### config.mk
export PLATFORM = sky130hd
export DESIGN_NAME = mem_store_buffer
export DESIGN_NICKNAME = d
export VERILOG_FILES = /design/src/rtl/mem_store_buffer.sv
export SDC_FILE = /design/constraint.sdc
export NUM_CORES = 1
export LEC_CHECK = 0
export ABC_AREA = 1
export CAP_MARGIN = 5
export CORE_UTILIZATION = 35
export CTS_BUF_LIST = sky130_fd_sc_hd__clkbuf_2 sky130_fd_sc_hd__clkbuf_4 sky130_fd_sc_hd__clkbuf_8
export DETAILED_ROUTE_END_ITERATION = 7
export SYNTH_ARGS = -nofsm -noshare
export SYNTH_HDL_FRONTEND = slang
export SYNTH_SLANG_ARGS = --single-unit
### constraint.sdc
create_clock -name clk -period 6.4 [get_ports clk]
set_input_delay 0.64 -clock clk [delete_from_list [all_inputs] [get_ports clk]]
set_output_delay 0.64 -clock clk [all_outputs]
set_load 0.02 [all_outputs]
### src/rtl/mem_store_buffer.sv
// Posted-write store buffer between EX/MEM and the single-port data memory.
// Loads own the port unless a starvation drain is forced; queued stores forward to loads.
module mem_store_buffer #(
  parameter int DEPTH  = 4,
  parameter int STARVE = 8
) (
  input  logic        clk,
  input  logic        rst,
  input  logic        st_valid,
  input  logic [31:0] st_addr,
  input  logic [31:0] st_data,
  output logic        st_ready,
  input  logic        ld_valid,
  input  logic [31:0] ld_addr,
  output logic        ld_ready,
  output logic [31:0] ld_data,
  output logic        mem_we,
  output logic [31:0] mem_addr,
  output logic [31:0] mem_wd,
  input  logic [31:0] mem_rd,
  output logic        empty
);

  localparam int PW = $clog2(DEPTH);
  localparam int CW = $clog2(DEPTH + 1);
  localparam int SW = $clog2(STARVE + 1);
  localparam logic [CW-1:0] FULL       = CW'(DEPTH);
  localparam logic [SW-1:0] STARVE_MAX = SW'(STARVE);

  logic [31:0]   addr_q [DEPTH];
  logic [31:0]   data_q [DEPTH];
  logic [PW-1:0] head;
  logic [PW-1:0] tail;
  logic [CW-1:0] count;
  logic [SW-1:0] starve_cnt;

  logic          enq;
  logic          drain;
  logic          force_drain;
  logic          fwd_hit;
  logic [31:0]   fwd_data;
  logic [PW-1:0] idx;

  // Port arbitration: forced drain > load > opportunistic drain > idle.
  always_comb begin
    st_ready    = (count != FULL);
    enq         = st_valid && st_ready;
    empty       = (count == '0);
    force_drain = (starve_cnt == STARVE_MAX) && !empty;
    ld_ready    = !force_drain;
    mem_we      = 1'b0;
    mem_addr    = '0;
    mem_wd      = '0;
    drain       = 1'b0;
    if (force_drain) begin
      mem_we   = 1'b1;
      mem_addr = addr_q[head];
      mem_wd   = data_q[head];
      drain    = 1'b1;
    end else if (ld_valid) begin
      mem_addr = ld_addr;
    end else if (!empty) begin
      mem_we   = 1'b1;
      mem_addr = addr_q[head];
      mem_wd   = data_q[head];
      drain    = 1'b1;
    end
  end

  // Walk oldest to youngest so the last hit is the youngest matching store.
  always_comb begin
    fwd_hit  = 1'b0;
    fwd_data = '0;
    idx      = head;
    for (int i = 0; i < DEPTH; i++) begin
      idx = head + PW'(i);
      if ((CW'(i) < count) && (addr_q[idx] == ld_addr)) begin
        fwd_hit  = 1'b1;
        fwd_data = data_q[idx];
      end
    end
    ld_data = fwd_hit ? fwd_data : mem_rd;
  end

  always_ff @(posedge clk) begin
    if (rst) begin
      head       <= '0;
      tail       <= '0;
      count      <= '0;
      starve_cnt <= '0;
    end else begin
      if (enq)
        tail <= tail + PW'(1);
      if (drain)
        head <= head + PW'(1);
      count <= count + CW'(enq) - CW'(drain);
      if (drain || empty)
        starve_cnt <= '0;
      else if (starve_cnt != STARVE_MAX)
        starve_cnt <= starve_cnt + SW'(1);
    end
  end

  // Entry payload needs no reset; validity is carried by head/count.
  always_ff @(posedge clk) begin
    if (enq) begin
      addr_q[tail] <= st_addr;
      data_q[tail] <= st_data;
    end
  end

endmodule

==> results.py, run 1 <==
metrics = {
    "pwr": {
        "p_leak_uw": 0.0110,
        "p_sw_uw": 4540,
        "power_density_nw_per_um2": 377,
        "comb_power_share_pct": 55.6,
        "vdd.ir_drop.worst_mv": 0.319,
        "power.internal_uw": 4580,
        "swShare_pct": 49.8,
        "p_seq_share_pct": 25.3,
        "p_clk_share_pct": 19.1,
    },
    "drt": {
        "drtPass1Iterations": 8,
        "antenna_left": 0,
        "wl_per_cell_um": 20.0,
        "drc": 6,
        "via_count": 21792,
        "avgViaCountPerCell": 5.36,
        "wirelength_mm": 81.5,
        "drtIter0Drc": 2482,
    },
    "placed_design": {
        "io_buffers": 231,
        "gp_congestion": 1.04,
        "pre_cts_ws_ns": 0.998,
        "place_hpwl_mm": 57.4,
    },
    "timing": {
        "fin_ws_ns": 0.422,
        "clock.fmax_ghz": 0.167,
        "finalHoldViolCount": 0,
        "period_minus_slack_ns": 5.98,
        "slew_viol_final": 0,
        "fin_crit_sh_pct": 93.4,
        "worst_pin_slew_ns": 1.05,
        "hold_slack_ns": 0.470,
        "rsz0062_at_grt": "false",
        "fin_worst_skew_ns": 0.0412,
        "slew_headroom_pct": 30.1,
        "setup_violations": 0,
        "fin_tns_setup_ns": 0,
    },
    "worst_setup_path": {
        "endpoint_kind": "output port",
        "r2r_cells": 5,
        "cp-startpoint": "head[0]$_SDFFE_PP0N_",
        "worst-path-max-fanout": 209,
        "path_cells": "buf_12, nor2_4, a22oi_1, nand2_1, nand2_1, nand2_1, nor2_1, nand2_1, nor2_1, nand3_2, inv_1, a21oi_1, nand2_1, nand2_1, nand2_1, clkdlybuf4s50_1",
        "crit_family": "buffers and inverters",
        "crit-reg2reg-capture": "addr_q[1][16]$_DFFE_PP_",
        "cpMostUsedCell": "nand2_1",
        "path_class": "flip-flop to output port",
        "slowest_delay_ns": 0.74,
        "ff2ff_setup_slack_ns": 3.39,
        "critical_path_required_ns": 5.76,
        "r2r-start": "count[1]$_SDFF_PP0_",
        "crit_path_start_kind": "flip-flop",
        "cp_data_arrival_time_ns": 5.34,
        "slowest_stage": "dfxtp_4",
        "path_buf_inv": 3,
    },
    "grt": {
        "grt-ovfl-total": 0,
        "antenna_found_initial": 7,
        "grt_pass1_vias": 20151,
        "grtUsageTotal_pct": 27.3,
        "grt_max_degree": 210,
        "grt_pass1_wl_mm": 123,
    },
    "yosys": {
        "synth_area_per_cell_um2": 6.50,
        "yosysWarningCount": 0,
        "synth-seq-cells": 269,
        "yosys-top-cells-area": "edfxtp_1, nand2_1, nand3_1, nor2_1, inv_1",
        "synthArstFlopShare_pct": 0,
        "postSynthCellCount": 3104,
        "synth_area_um2": 20200,
        "ys.flop_type": "edfxtp_1",
        "synth_edf_count": 256,
        "synth_cell_types": 33,
        "synth_top_area_cell": "edfxtp_1",
        "yosysTopAreaCellShare_pct": 38.1,
        "ys_seq_area_share_pct": 39.4,
        "synth_fp_nets": 3247,
    },
    "floorplanning": {
        "core_um2": 56700,
        "chipHeight_um": 242,
        "start_util_pct": 35.6,
        "rows": 87,
        "design.portCount": 232,
        "dieArea_um2": 58600,
        "die_w_um": 242,
    },
    "worst_hold_path": {
        "holdPathStages": 1,
        "hp-class": "flip-flop to flip-flop",
        "holdCritStartpoint": "starve_cnt[0]$_SDFFE_PP0P_",
        "min_to": "starve_cnt[0]$_SDFFE_PP0P_",
    },
    "clocking": {
        "postCtsSetupRepairBufs": 0,
        "clock_latency_ns": 0.66,
        "clk_path_buf_depth": 3,
        "tritoncts": "done",
        "clk_pin_slew_ns": 0.06,
        "clockRootBuffer": "clkbuf_8",
        "cts_max_level": 2,
        "clkSinkCount": 269,
        "numCtsBuffers": 50,
    },
    "status": {
        "status": "complete, but fails checks",
        "violations": "DRC",
    },
    "finish": {
        "final_cell_mix": "nand2_1, nand3_1, edfxtp_1",
        "syn_to_final_growth_pct": 20.0,
        "nNetsFinal": 3404,
        "layout-drive-gt1-share_pct": 4.85,
        "layout_commonest_cell": "nand2_1",
    },
    "flow_run": {
        "max-cap-violations": 0,
    },
}
==> sequential cells by signal (all words and copies together), names as in the netlist, named ones only <==
| name | count |
|---|---|
| count | 3 |
| starve_cnt | 4 |
| tail | 2 |
| data_q | 128 |
| head | 2 |
| addr_q | 128 |
==> stage by stage <==
| stage | std cells | util, % | total power, uW | cell area, um^2 |
|---|---|---|---|---|
| after global routing | 4061 | 42.7 | 9740 | 24200 |
| final | 4063 | 42.7 | 9120 | 24200 |
| after global placement | 3964 | 40.8 | 7310 | 23100 |
| after floorplan | 3104 | - | 5560 | 20200 |
| after detailed placement | 3964 | 40.8 | 7290 | 23100 |
| after CTS | 4057 | 42.6 | 9050 | 24200 |
==> what timing repair did <==
action                     4_1_cts  5_1_grt
setup endpoints to repair        0        8
hold buffers                     0        0
hold endpoints to repair         0        0
gates resized for setup          0        1
==> area by class of cell <==
class | count | area (um^2)
clock buffers | 57 | 741
fillers | 5893 | 32500
clock inverters | 36 | 293
well taps | 756 | 946
multi-input cells | 2441 | 10700
repair buffers | 276 | 2710
diodes | 5 | 12.5
flip-flops and latches | 269 | 7960
inverters | 223 | 842
==> layer usage <==
layer  routed length, um  part of all wire, %  global-route usage, %  vias to the layer above
met5                  34                0.042                      0                        -
met4                2700                  3.3                   10.9                        4
met3                7720                  9.5                   5.01                      156
met2               36600                   45                   43.1                     1100
met1               34400                   42                   36.8                    10084
li1                    -                    -                      -                    10448
==> cell usage after synthesis, types with 30 or more instances <==
library cell / number
inv_1: 219
nand2_1: 1442
buf_2: 55
clkbuf_1: 83
nor2_1: 234
nand4_1: 30
edfxtp_1: 256
o211ai_1: 37
a21oi_1: 71
nand3_1: 330
o21ai_0: 154
a22oi_1: 30
==> kinds of logic after synthesis <==
logic type / Yosys count / synth area share (%)
and+or+nand+nor: 2075 / 41.5
buffers and inverters: 394 / 7.89
AOI/OAI and AO/OA: 339 / 9.77
DFF: 269 / 39.4
xor gates and xnor gates: 16 / 0.695
adders and majority gates: 11 / 0.719
==> worst max-delay path by stage <==
stage | to | slack [ns] | cells after the start
6_report | ld_data[31] | 0.42 | 16
5_1_grt | ld_data[31] | 0.13 | 16
4_1_cts | ld_data[2] | 0.27 | 17
3_5_place_dp | ld_data[2] | 1.0 | 17
3_3_place_gp | ld_data[18] | 1.06 | 17
2_1_floorplan | addr_q[0][0]$_DFFE_PP_ | 2.32 | 4
==> power by group through the flow <==
stage	clock (uW)	sequential (uW)	combinational, uW
6_report	1740	2310	5070
5_1_grt	1840	2340	5560
4_1_cts	1780	2310	4970
3_5_place_dp	0	2340	4950
3_3_place_gp	0	2350	4960
2_1_floorplan	0	2260	3300
Note: power is estimated with default switching activity, not from simulation.
==> run 2, diff against run 1 <==
CORE_ASPECT_RATIO = 1.25   (was default)
==> run 2 against run 1 <==
  * The flow still finishes with violations (DRC)
  * Critical endpoint is now ld_data[12]
  * Largest cell class unchanged
  * Die area is essentially flat
  * Non-clock buffer count down 2
  * Register-to-register slack improved by 0.15 ns
==> results.py, run 2 (same netlist as run 1, synthesis figures left out) <==
metrics = {
    "grt": {
        "grt_pass1_vias": 20222,
        "grt_pass1_wl_mm": 121,
        "antenna_found_initial": 8,
        "grtUsageTotal_pct": 27.1,
        "grt_max_degree": 178,
        "grt-ovfl-total": 0,
    },
    "drt": {
        "via_count": 21300,
        "antenna_left": 0,
        "avgViaCountPerCell": 5.26,
        "wl_per_cell_um": 19.9,
        "drc": 1,
        "wirelength_mm": 80.7,
        "drtPass1Iterations": 8,
        "drtIter0Drc": 1791,
    },
    "placed_design": {
        "place_hpwl_mm": 57.1,
        "gp_congestion": 1.06,
        "dp.cells": 3957,
        "place_area_um2": 23100,
        "io_buffers": 231,
        "pre_cts_ws_ns": 0.869,
    },
    "worst_setup_path": {
        "crit_path_start_kind": "flip-flop",
        "path_class": "flip-flop to output port",
        "critical_path_required_ns": 5.76,
        "endpoint_kind": "output port",
        "worst-path-max-fanout": 177,
        "cp_data_arrival_time_ns": 5.52,
    },
    "timing": {
        "fin_worst_skew_ns": 0.0221,
        "fin_tns_setup_ns": 0,
        "worst_pin_slew_ns": 1.08,
        "fin_crit_sh_pct": 96.2,
        "setup_violations": 0,
        "finalHoldViolCount": 0,
        "clock.fmax_ghz": 0.162,
        "slew_headroom_pct": 27.9,
        "period_minus_slack_ns": 6.16,
        "slew_viol_final": 0,
        "rsz0062_at_grt": "false",
        "fin_ws_ns": 0.242,
    },
    "pwr": {
        "power.internal_uw": 4550,
        "p_sw_uw": 4510,
        "comb_power_share_pct": 56.6,
        "p_clk_share_pct": 18.6,
        "swShare_pct": 49.7,
        "p_seq_share_pct": 24.8,
        "power_density_nw_per_um2": 376,
        "vdd.ir_drop.worst_mv": 0.237,
        "p_leak_uw": 0.0110,
    },
    "finish": {
        "final_cell_area_um2": 24100,
        "layout_commonest_cell": "nand2_1",
        "syn_to_final_growth_pct": 19.5,
        "finalNonFillerCells": 4048,
        "layout-drive-gt1-share_pct": 4.76,
        "nNetsFinal": 3400,
        "largestRegisters": "addr_q x128, data_q x128, starve_cnt x4",
        "final_cell_mix": "nand2_1, nand3_1, edfxtp_1",
        "fillers": 6116,
    },
    "floorplanning": {
        "start_util_pct": 35.3,
        "die_w_um": 217,
        "design.portCount": 232,
        "dieArea_um2": 58600,
        "core_um2": 57100,
        "rows": 98,
        "chipHeight_um": 270,
    },
    "clocking": {
        "clk_path_buf_depth": 3,
        "clk_pin_slew_ns": 0.06,
        "tritoncts": "done",
        "clock_latency_ns": 0.64,
        "clkSinkCount": 269,
        "postCtsHoldBufs": 0,
        "clockRootBuffer": "clkbuf_8",
        "numCtsBuffers": 48,
        "cts_max_level": 2,
    },
    "status": {
        "violations": "DRC",
        "status": "complete, but fails checks",
    },
    "flow_run": {
        "max-cap-violations": 0,
    },
    "worst_hold_path": {
        "hp-class": "flip-flop to flip-flop",
    },
}
[run 2: cell types whose count changed in the layout (fill, tap and decap cells not counted), sizes merged]
| cell | before | now |
|---|---|---|
| bufinv | 4 | 3 |
| clkinvlp | 2 | 1 |
| clkbuf | 57 | 63 |
| clkinv | 30 | 22 |
| diode | 5 | 2 |
| buf | 45 | 43 |
[run 2: worst max-delay path, stage by stage, from the launching register on]
cell             delay, ns
dfxtp_4               0.37
buf_12                0.52
buf_6                 0.61
o21ai_1               0.20
nand2_1               0.11
nand2_1               0.07
nand2_1               0.11
nand2_1               0.07
nor2_1                0.15
nand3_1               0.10
nor2_1                0.29
nand3_2               0.32
inv_2                 0.47
buf_4                 0.34
o211ai_1              0.13
nand3_1               0.14
clkdlybuf4s50_1       0.64
[run 2: what timing repair did]
| item | 4_1_cts | 5_1_grt |
|---|---|---|
| resized for setup | 0 | 1 |
| setup buffers | 0 | 0 |
| setup endpoints to repair | 0 | 31 |
| endpoints found under the hold margin | 0 | 0 |
[run 2: path summary, 6_finish.rpt]
kind,startpoint,end,slack [ns],cells after the start
setup / recovery,head[0]$_SDFFE_PP0N_,ld_data[12],0.24,16
setup reg to reg,count[1]$_SDFF_PP0_,addr_q[2][16]$_DFFE_PP_,3.54,5
hold reg to reg,starve_cnt[0]$_SDFFE_PP0P_,starve_cnt[0]$_SDFFE_PP0P_,0.47,1
hold / removal,starve_cnt[0]$_SDFFE_PP0P_,starve_cnt[0]$_SDFFE_PP0P_,0.47,1
[run 2: power by group through the flow]
stage | Sequential (uW) | Clock [uW] | Combinational (uW)
final | 2250 | 1680 | 5130
after global routing | 2270 | 1780 | 5630
after CTS | 2250 | 1710 | 5090
after detailed placement | 2280 | 0 | 5070
after global placement | 2280 | 0 | 5070
after floorplan | 2260 | 0 | 3300
[run 2: final cells by class]
cell class / instances / area (um^2) / share of cell area [%]
Antenna cell: 2 / 5.00 / 0.0208
Clock buffer: 63 / 773 / 3.21
Clock inverter: 26 / 203 / 0.841
Inverter: 223 / 842 / 3.49
Multi-Input combinational cell: 2441 / 10700 / 44.4
Sequential cell: 269 / 7960 / 33.0
Tap cell: 750 / 938 / 3.89
Timing Repair Buffer: 274 / 2690 / 11.2
[run 2: layer usage]
| metal | up-vias | GRT usage [%] | routed length (um) |
|---|---|---|---|
| met5 | - | 0 | 85 |
| met4 | 12 | 12.2 | 3470 |
| met3 | 193 | 4.53 | 5410 |
| met2 | 870 | 47.4 | 39600 |
| met1 | 9795 | 32.3 | 32200 |
| li1 | 10430 | - | - |
[run 2: per-stage QoR]
step | hold WS, ns | total power [uW] | util, %
2_1_floorplan | 0.430 | 5560 | -
3_3_place_gp | 0.456 | 7350 | 40.5
3_5_place_dp | 0.459 | 7350 | 40.5
4_1_cts | 0.471 | 9050 | 42.2
5_1_grt | 0.535 | 9690 | 42.2
6_report | 0.474 | 9060 | 42.2
